--- src/rtl/artec_dma_burst_dispatch.sv ---
// -----------------------------------------------------------------------------
// artec_dma_burst_dispatch
// Sits between the per-channel AXIS ingress FIFOs and the AXI write master.
// It reports available beats per channel to the round-robin arbiter. It also
// captures the arbiter's one-cycle grant and sizes an INCR burst for that
// channel. The burst is kept within the FIFO level, MAX_BURST and the next 4 KB
// boundary. The block then issues the AW command together with a matching
// W-mux command. It keeps one ring write pointer per channel and limits the
// number of outstanding bursts globally.
//
// Ports
//   clk, rstn, clear     clock, async active-low reset, sync clear (same effect)
//   ch_en_i              per-channel enable; a disabled channel holds ptr=base
//   cfg_base_i/size_i    per-channel ring base / size (4 KB aligned), flat
//   level_i, pop_i       ingress FIFO level (beats) and one-beat pop pulses
//   avail_o              registered available beats per channel, to arbiter
//   grant_i/_valid_i     one-cycle arbiter grant
//   aw*_o, awready_i     AXI AW channel (INCR, fixed size)
//   wcmd_*               W-mux command: channel and beat count
//   b_done_i             one pulse per accepted B response
//   busy_o               FSM active or bursts outstanding
// -----------------------------------------------------------------------------
module artec_dma_burst_dispatch #(
  parameter int CH_NUM     = 4,
  parameter int LVL_WIDTH  = 16,
  parameter int ADDR_W     = 32,
  parameter int BEAT_BYTES = 8,
  parameter int MAX_BURST  = 16,
  parameter int MAX_OUTST  = 4,
  localparam int CH_W      = (CH_NUM > 1) ? $clog2(CH_NUM) : 1
) (
  input  logic                          clk,
  input  logic                          rstn,
  input  logic                          clear,
  input  logic [CH_NUM-1:0]             ch_en_i,
  input  logic [CH_NUM*ADDR_W-1:0]      cfg_base_i,
  input  logic [CH_NUM*ADDR_W-1:0]      cfg_size_i,
  input  logic [CH_NUM*LVL_WIDTH-1:0]   level_i,
  input  logic [CH_NUM-1:0]             pop_i,
  output logic [CH_NUM*LVL_WIDTH-1:0]   avail_o,
  input  logic [CH_W-1:0]               grant_i,
  input  logic                          grant_valid_i,
  output logic [ADDR_W-1:0]             awaddr_o,
  output logic [7:0]                    awlen_o,
  output logic [CH_W-1:0]               awid_o,
  output logic [2:0]                    awsize_o,
  output logic [1:0]                    awburst_o,
  output logic                          awvalid_o,
  input  logic                          awready_i,
  output logic [CH_W-1:0]               wcmd_ch_o,
  output logic [8:0]                    wcmd_len_o,
  output logic                          wcmd_valid_o,
  input  logic                          wcmd_ready_i,
  input  logic                          b_done_i,
  output logic                          busy_o
);

  localparam int OC_W  = $clog2(MAX_OUTST + 1);
  localparam int BB_SH = $clog2(BEAT_BYTES);

  typedef enum logic [1:0] {IDLE, CALC, ISSUE} state_t;

  state_t                state_q;
  logic [CH_W-1:0]       ch_q;
  logic [ADDR_W-1:0]     ptr_q  [CH_NUM];
  logic [LVL_WIDTH-1:0]  resv_q [CH_NUM];
  logic [LVL_WIDTH-1:0]  avail  [CH_NUM];
  logic [OC_W-1:0]       out_cnt_q;

  logic                  aw_hs, w_hs, outst_ok;
  logic [ADDR_W-1:0]     cur_ptr;
  logic [LVL_WIDTH-1:0]  cur_avail;
  logic [12:0]           to4k;
  logic [12:0]           lim;
  logic [8:0]            beats;

  assign awsize_o  = 3'(BB_SH);
  assign awburst_o = 2'b01;
  assign aw_hs     = awvalid_o & awready_i;
  assign w_hs      = wcmd_valid_o & wcmd_ready_i;
  assign outst_ok  = out_cnt_q < OC_W'(MAX_OUTST);
  assign busy_o    = (state_q != IDLE) || (out_cnt_q != '0);

  // Beats present in the FIFO but not yet claimed by an issued burst.
  always_comb begin
    for (int c = 0; c < CH_NUM; c++) begin
      avail[c] = (level_i[c*LVL_WIDTH +: LVL_WIDTH] > resv_q[c])
               ? level_i[c*LVL_WIDTH +: LVL_WIDTH] - resv_q[c] : '0;
    end
  end

  // Burst sizing for the latched channel: min(avail, MAX_BURST, beats to 4 KB).
  // NOTE: every always_comb output gets a default before any condition, so no
  // path leaves a value held and no latch is inferred.
  always_comb begin
    cur_ptr   = ptr_q[ch_q];
    cur_avail = avail[ch_q];
    to4k      = (13'd4096 - {1'b0, cur_ptr[11:0]}) >> BB_SH;
    lim       = to4k;
    if (13'(MAX_BURST) < lim) lim = 13'(MAX_BURST);
    if (cur_avail < LVL_WIDTH'(lim)) lim = 13'(cur_avail);
    beats     = 9'(lim);
  end

  // Control FSM with registered AW / W-command outputs.
  // NOTE: sequential state is written only with non-blocking assignments so all
  // flops sample the same pre-edge values regardless of statement order.
  always_ff @(posedge clk or negedge rstn) begin
    if (!rstn) begin
      state_q      <= IDLE;
      ch_q         <= '0;
      awaddr_o     <= '0;
      awlen_o      <= '0;
      awid_o       <= '0;
      awvalid_o    <= 1'b0;
      wcmd_ch_o    <= '0;
      wcmd_len_o   <= '0;
      wcmd_valid_o <= 1'b0;
    end else if (clear) begin
      state_q      <= IDLE;
      ch_q         <= '0;
      awaddr_o     <= '0;
      awlen_o      <= '0;
      awid_o       <= '0;
      awvalid_o    <= 1'b0;
      wcmd_ch_o    <= '0;
      wcmd_len_o   <= '0;
      wcmd_valid_o <= 1'b0;
    end else begin
      case (state_q)
        IDLE: begin
          // A grant is taken only when another burst is allowed in flight.
          if (grant_valid_i && outst_ok) begin
            ch_q    <= grant_i;
            state_q <= CALC;
          end
        end
        CALC: begin
          if (beats == '0) begin
            state_q <= IDLE;
          end else begin
            awaddr_o     <= cur_ptr;
            awlen_o      <= 8'(beats - 9'd1);
            awid_o       <= ch_q;
            wcmd_ch_o    <= ch_q;
            wcmd_len_o   <= beats;
            awvalid_o    <= 1'b1;
            wcmd_valid_o <= 1'b1;
            state_q      <= ISSUE;
          end
        end
        ISSUE: begin
          if (aw_hs) awvalid_o    <= 1'b0;
          if (w_hs)  wcmd_valid_o <= 1'b0;
          if ((aw_hs || !awvalid_o) && (w_hs || !wcmd_valid_o)) state_q <= IDLE;
        end
        default: state_q <= IDLE;
      endcase
    end
  end

  // Per-channel ring pointer and reservation bookkeeping. The payload regs stay
  // stable until the next CALC, so wcmd_len_o holds the burst length at the AW
  // handshake even if the W command already completed.
  // NOTE: these arrays are small control registers and must start from a known
  // value, so they are reset; a data RAM would not be.
  always_ff @(posedge clk or negedge rstn) begin
    if (!rstn) begin
      for (int c = 0; c < CH_NUM; c++) begin
        ptr_q[c]  <= '0;
        resv_q[c] <= '0;
      end
    end else if (clear) begin
      for (int c = 0; c < CH_NUM; c++) begin
        ptr_q[c]  <= '0;
        resv_q[c] <= '0;
      end
    end else begin
      for (int c = 0; c < CH_NUM; c++) begin
        if (!ch_en_i[c]) begin
          ptr_q[c] <= cfg_base_i[c*ADDR_W +: ADDR_W];
        end else if (aw_hs && awid_o == CH_W'(c)) begin
          if (ptr_q[c] + (ADDR_W'(wcmd_len_o) << BB_SH) ==
              cfg_base_i[c*ADDR_W +: ADDR_W] + cfg_size_i[c*ADDR_W +: ADDR_W])
            ptr_q[c] <= cfg_base_i[c*ADDR_W +: ADDR_W];
          else
            ptr_q[c] <= ptr_q[c] + (ADDR_W'(wcmd_len_o) << BB_SH);
        end
        resv_q[c] <= resv_q[c]
                   + ((aw_hs && awid_o == CH_W'(c)) ? LVL_WIDTH'(wcmd_len_o) : '0)
                   - LVL_WIDTH'(pop_i[c]);
      end
    end
  end

  // Outstanding-burst counter and the registered, gated avail_o.
  always_ff @(posedge clk or negedge rstn) begin
    if (!rstn) begin
      out_cnt_q <= '0;
      avail_o   <= '0;
    end else if (clear) begin
      out_cnt_q <= '0;
      avail_o   <= '0;
    end else begin
      if (aw_hs && !b_done_i)
        out_cnt_q <= out_cnt_q + 1'b1;
      else if (!aw_hs && b_done_i && out_cnt_q != '0)
        out_cnt_q <= out_cnt_q - 1'b1;
      for (int c = 0; c < CH_NUM; c++) begin
        avail_o[c*LVL_WIDTH +: LVL_WIDTH] <=
          (state_q == IDLE && ch_en_i[c] && outst_ok) ? avail[c] : '0;
      end
    end
  end

endmodule

--- config.mk ---
export PLATFORM = sky130hd
export DESIGN_NAME = artec_dma_burst_dispatch
export DESIGN_NICKNAME = d
export VERILOG_FILES = /design/src/rtl/artec_dma_burst_dispatch.sv
export SDC_FILE = /design/constraint.sdc
export NUM_CORES = 2
export LEC_CHECK = 0
export ABC_AREA = 1
export ABC_CLOCK_PERIOD_IN_PS = 7750
export BUFFER_PORTS_ARGS = -buffer_cell sky130_fd_sc_hd__clkbuf_2
export CAP_MARGIN = 20
export CORE_MARGIN = 2
export CORE_UTILIZATION = 60
export CTS_BUF_LIST = sky130_fd_sc_hd__clkbuf_8 sky130_fd_sc_hd__clkbuf_16
export DETAILED_ROUTE_END_ITERATION = 8
export GPL_ROUTABILITY_DRIVEN = 1
export PLACE_DENSITY = 0.83
export SYNTH_ARGS = -nofsm -noshare
export SYNTH_HDL_FRONTEND = slang
export SYNTH_SLANG_ARGS = --single-unit
--- constraint.sdc ---
create_clock -name clk -period 7.75 [get_ports clk]
set_input_delay 0.3875 -clock clk [delete_from_list [all_inputs] [get_ports clk]]
set_output_delay 0.3875 -clock clk [all_outputs]
set_load 0.05 [all_outputs]
# Yosys cells after proc, flatten, opt, wreduce, memory -nomap -nowiden

Cells that the tools add are included.

Bits in registers: 316
Bits of input ports: 337
Output and inout port bits: 125
Logic and storage cells: 176

Add/sub/neg operators: 24
Order comparisons: 8
Equal/unequal tests: 19
Multiplexer cells: 65
Bitwise gates (word level): 3
Reductions and logical operators: 39

Operators by type and width:

| cell                   | number |
|---|---|
| $mux 32                | 17 |
| $mux 16                | 10 |
| $add 32x12->32         | 4 |
| $add 32x32->32         | 4 |
| $eq 32x32->1           | 4 |
| $mux 128               | 1 |
| $mux 64                | 2 |
| $mux 9                 | 8 |
| $add 16x9->16          | 4 |
| $bmux 32 s2            | 1 |
| $gt 16x16->1           | 4 |
| $sub 16x1->16          | 4 |
| $sub 16x16->16         | 4 |
| $bmux 16 s2            | 1 |
| $mux 8                 | 3 |
| $mux 2                 | 10 |
| $logic_and 1x1->1      | 17 |
| $lt 16x10->1           | 1 |
| $ne 3x3->1 const B     | 5 |
| $sub 13x12->13 const A | 1 |
| $ne 3x2->1 const B     | 4 |
| $lt 5x10->1 const A    | 1 |
| $mux 10                | 1 |
| $logic_not 9->1        | 1 |
| other kinds (21)       | 46 |

# Depth between registers and ports, before layout

Word-level depth: 13
Depth in mapped cells: 40
Mapped depth without buffers: 38

# Worst setup path before layout

No wires, ideal clock.

Path type: input to register
Start: input port level_i[16]
End: register wcmd_len_o[5]
Setup time: 0.129 ns
Data arrival time: 4.109 ns
Required time: 7.621 ns
Setup slack: 3.512 ns
Stages on the path: 35
Buffers on the path: 2
Cells stage by stage: inv_1 > ha_1 > inv_1 > fa_1 > nand2_1 > nand2_1 > nand2_1 > inv_1 > nand2_1 > nand2_1 > nand2_1 > nand2_1 > nand2_2 > inv_2 > buf_2 > nand3_1 > nand2_1 > a32o_1 > ha_1 > a21oi_1 > nor2_1 > a211oi_1 > nand2_1 > nand2_2 > nand2_2 > o21ai_0 > inv_1 > ha_1 > nand2_1 > nor2_1 > nand3_2 > nand2_4 > buf_4 > nand3_1 > o21ai_0

Word-level cells in the longest chain between the ends: 10
Elaborated cells between the ends (all ways): 14
Those cells by class: 1 x add/sub; 2 x order compare; 1 x eq/ne; 8 x mux; 2 x reduce/logical

RTL lines:

| element                                                     | RTL line | source |
|---|---|---|
| start, declared                                             | 38       | `input logic [CH_NUM*LVL_WIDTH-1:0] level_i,` |
| $sub 16x16->16 or $gt 16x16->1 (tied branches)              | 88, 87   |  |
| $mux 16 (*)                                                 | 88       | `? level_i[c*LVL_WIDTH +: LVL_WIDTH] - resv_q[c] : '0;` |
| $bmux 16 s2 (*)                                             | 97       | `cur_avail = avail[ch_q];` |
| $mux 16 (implied by the code) (*) (2 in a row)              | 97       |  |
| $lt 16x10->1                                                | 101      | `if (cur_avail < LVL_WIDTH'(lim)) lim = 13'(cur_avail);` |
| $mux 9 (*)                                                  | 101      |  |
| $logic_not 9->1 or $mux 9 (tied branches)                   | 139      | `if (beats == '0) begin` |
| $ne 2x2->1 (no source line) or $mux 9 (tied branches)       | -        |  |
| $reduce_and 2->1 (no source line) or $mux 9 (tied branches) | -        |  |
| end signal, assigned                                        | 146      | `wcmd_len_o <= beats;` |
| end, declared                                               | 51       | `output logic [8:0] wcmd_len_o,` |

Mark *: on every way between the ends. The rest lies on a longest branch, timed or not. The select of a mux whose other input is x is not followed.
A chain may end at the register's enable or synchronous reset.

# Final worst setup path

Start: register resv_q[16] (netlist name)
End: register awaddr_o[21]

Word-level cells in the longest chain between the ends: 10
Elaborated cells between the ends (all ways): 11
Those cells by class: 1 x add/sub; 2 x order compare; 1 x eq/ne; 5 x mux; 2 x reduce/logical

RTL lines:

| element                                        | RTL line | source |
|---|---|---|
| start, declared                                | 66       | `logic [LVL_WIDTH-1:0] resv_q [CH_NUM];` |
| start signal, assigned by index                | 189      | `resv_q[c] <= resv_q[c]` |
| $sub 16x16->16 or $gt 16x16->1 (tied branches) | 88, 87   |  |
| $mux 16 (*)                                    | 88       |  |
| $bmux 16 s2 (*)                                | 97       |  |
| $mux 16 (implied by the code) (*) (2 in a row) | 97       |  |
| $lt 16x10->1                                   | 101      |  |
| $mux 9 (*)                                     | 101      |  |
| $logic_not 9->1 (*)                            | 139      |  |
| $ne 2x2->1 (no source line) (*)                | -        |  |
| $reduce_and 2->1 (no source line) (*)          | -        |  |
| end signal, assigned                           | 142      | `awaddr_o <= cur_ptr;` |
| end, declared                                  | 43       | `output logic [ADDR_W-1:0] awaddr_o,` |

Marked as above.

==> out/metrics.yaml <==
whs_ns: 0.122
synthArstFlopShare_pct: 100
drt_wl_total_mm: 126
grt_util_all_layers_pct: 40.4
cts_tree: "yes"
drive_gt1_share_pct: 11.1
die_y_microns: 247
start_util_pct: 60.3
avgRoutedWirePerCell_microns: 18.8
rsz0062_at_grt: "false"
crit_top_cell: "nand2_1"
relSlewSlack_pct: 25.5
fp.dieArea_sq_mm: 0.0609
cp_max_fo: 27
antenna_found_initial: 3
outcome: "complete, no violations"
cts.clk_slew.worst_paths_ns: 0.06
r2r_setup_slack_ns: 1.65
synth_cells: 5521
hold_viol_final: 0
cts_buffers: 39
gp_congestion: 1.03
syn2layout_area_growth_pct: 11.7
h-tree-depth: 2
ys_types: 62
critPathCaptureType: "flop"
vias: 39200
dp_hpwl_mm: 100
fmax_ghz: 0.164
p_leak_uw: 0.0215
clk_latency_ns: 0.59
ys_warn_count: 0
finalMaxSlewViolations: 0
period_share_pct: 78.8
root_buffer: "clkbuf_16"
postCtsSetupBuffers: 0
detail-route-antenna-nets: 0
drtIter0Drc: 4002
worst-path-buf-inv: 5
crit_path_start_kind: "flop"
drt_first_pass_iters: 7
drc_errors: 0
crit_path_top_delay_cell: "nand3_2"
setup_viol: 0
setup_tns_ns: 0
worstPathArrival_ns: 6.60
tightestPinTransition_ns: 1.12
cts_sinks: 316
port_buffers: 456
final_net_count: 6581
netlist_area_sq_mm: 0.0354
synth_edf_count: 0
power_density_mw_per_mm2: 262
hp-class: "in -> reg"
synth_top_flop_cell: "dfrtp_1"
peakVddDrop_v: 0.000325
postSynthRegisterBits: 316
crit_family: "simple AND/OR/NAND/NOR gates"
num_io_pins: 462
grt_pass1_vias: 36000
clock_path_buffers: 3
die_w_microns: 247
crit_type: "reg -> reg"
core_region_area_sq_mm: 0.0587
rows: 89
period_needed_ns: 6.10
avgViaCountPerCell: 5.85
slowest_delay_ns: 0.46
maxCapViolCount: 0
avgSynthCellArea_sq_um: 6.41
required_ns: 8.25
skew_ns: 0.0326
ys_seq_area_share_pct: 22.3
grt_max_degree: 140
grt_pass1_wl_mm: 194
grt-ovfl-total: 0
worst paths after layout:
kind,start,to,depth (start not counted)
max,resv_q[16]$_DFF_PN0_,awaddr_o[21]$_DFFE_PN0P_,31
min,grant_i[0],ch_q[0]$_DFFE_PN0P_,3
max reg2reg,resv_q[16]$_DFF_PN0_,awaddr_o[21]$_DFFE_PN0P_,31
min reg2reg,ptr_q[103]$_DFFE_PN0P_,ptr_q[103]$_DFFE_PN0P_,2
max in group asynchronous,rstn,ch_q[0]$_DFFE_PN0P_,3
min in group asynchronous,rstn,resv_q[44]$_DFF_PN0_,2
cells in the final DEF, fill, tap and decap left out, types with 8 or more instances in the layout:
| cell type | instances |
|---|---|
| o21a_1 | 18 |
| a211oi_1 | 10 |
| conb_1 | 10 |
| buf_4 | 33 |
| xnor2_1 | 95 |
| clkbuf_16 | 39 |
| o21bai_1 | 31 |
| or2_2 | 62 |
| nor2_2 | 12 |
| o21ai_1 | 66 |
| nor3_1 | 121 |
| nand3_1 | 310 |
| nand3b_1 | 27 |
| nand2_1 | 1635 |
| clkbuf_2 | 455 |
| inv_1 | 675 |
| nor4_1 | 22 |
| a21boi_0 | 15 |
| fa_1 | 17 |
| o31ai_1 | 9 |
| o211ai_1 | 8 |
| a31oi_1 | 15 |
| nor2_1 | 432 |
| inv_2 | 9 |
| clkbuf_8 | 8 |
| a32o_1 | 11 |
| a21oi_1 | 367 |
| dfrtp_1 | 315 |
| xor2_1 | 217 |
| a21o_1 | 26 |
| o21ai_0 | 245 |
| nand4_1 | 208 |
| ha_1 | 331 |
through the flow:
step                setup WS (ns)  util, %  power (uW)  area [sq um]  instances
floorplan                    3.51        -        6730         35400       5529
global placement             1.79     65.1        8190         38200       6627
detailed placement           1.72     65.1        8280         38200       6627
CTS                          1.83     67.3       10200         39500       6700
global route                 1.17     67.4       11200         39500       6701
finish                       1.65     67.4       10300         39500       6703
worst min-delay path, cell delays in order:
cell and delay (ns):
clkbuf_2 0.14, nand2_1 0.06, o21ai_0 0.06
registers in the layout (all words and copies together), names as in the netlist:
name          cells
ptr_q           128
avail_o          64
resv_q           64
awaddr_o         32
wcmd_len_o        9
awlen_o           8
out_cnt_q         3
ch_q              2
state_q           2
wcmd_ch_o         2
awvalid_o         1
wcmd_valid_o      1
Yosys cell counts (18+ instances only):
cell type | number | area (sq um)
nand2_1 | 1635 | 6140
nand4_1 | 208 | 1300
or2_2 | 62 | 388
ha_1 | 331 | 4140
o21bai_1 | 31 | 233
clkbuf_1 | 97 | 364
buf_2 | 26 | 130
xor2_1 | 217 | 1900
dfrtp_1 | 316 | 7910
nor3_1 | 122 | 611
xnor2_1 | 95 | 832
o21ai_1 | 66 | 330
a21o_1 | 26 | 195
nor2_1 | 436 | 1640
nand3b_1 | 27 | 203
inv_1 | 669 | 2510
nand3_1 | 310 | 1550
o21ai_0 | 245 | 1230
a21oi_1 | 367 | 1840
nor4_1 | 22 | 138
o21a_1 | 18 | 135
what timing repair did:
| action | CTS | global route |
|---|---|---|
| endpoints found under the setup margin | 0 | 0 |
| hold buffers | 1 | 0 |
| resized for setup | 0 | 0 |
| hold endpoints to repair | 104 | 0 |
kinds of logic after synthesis:
logic type / Yosys count / share of synthesized area [%]
AOI/OAI and AO/OA: 846 / 13.3
xor gates and xnor gates: 313 / 7.78
adders and majority gates: 348 / 12.7
buffers and inverters: 843 / 9.41
DFF: 316 / 22.3
other: 2 / 0.0212
and+or+nand+nor: 2853 / 34.5
where the power goes:
part	switching, uW	internal, uW	total, uW
clock	806	1110	1910
sequential	284	1950	2230
combinational	4150	2060	6200
per-layer routing:
layer / up-vias / track usage, % / part of all wire [%]
met5: - / 0 / 0
met4: 0 / 20.3 / 5.5
met3: 360 / 7.80 / 10
met2: 2028 / 62.6 / 43
met1: 17900 / 53.5 / 41
li1: 18900 / - / -
cell type report:
class | count | area (sq um)
Multi-Input combinational cell | 4370 | 24200
Fill cell | 5428 | 19200
Sequential cell | 316 | 7910
Timing Repair Buffer | 491 | 2570
Inverter | 678 | 2550
Clock buffer | 47 | 1090
Tap cell | 773 | 967
Clock inverter | 25 | 239
Antenna cell | 3 | 7.51
Power figures use the tool's default switching activity.
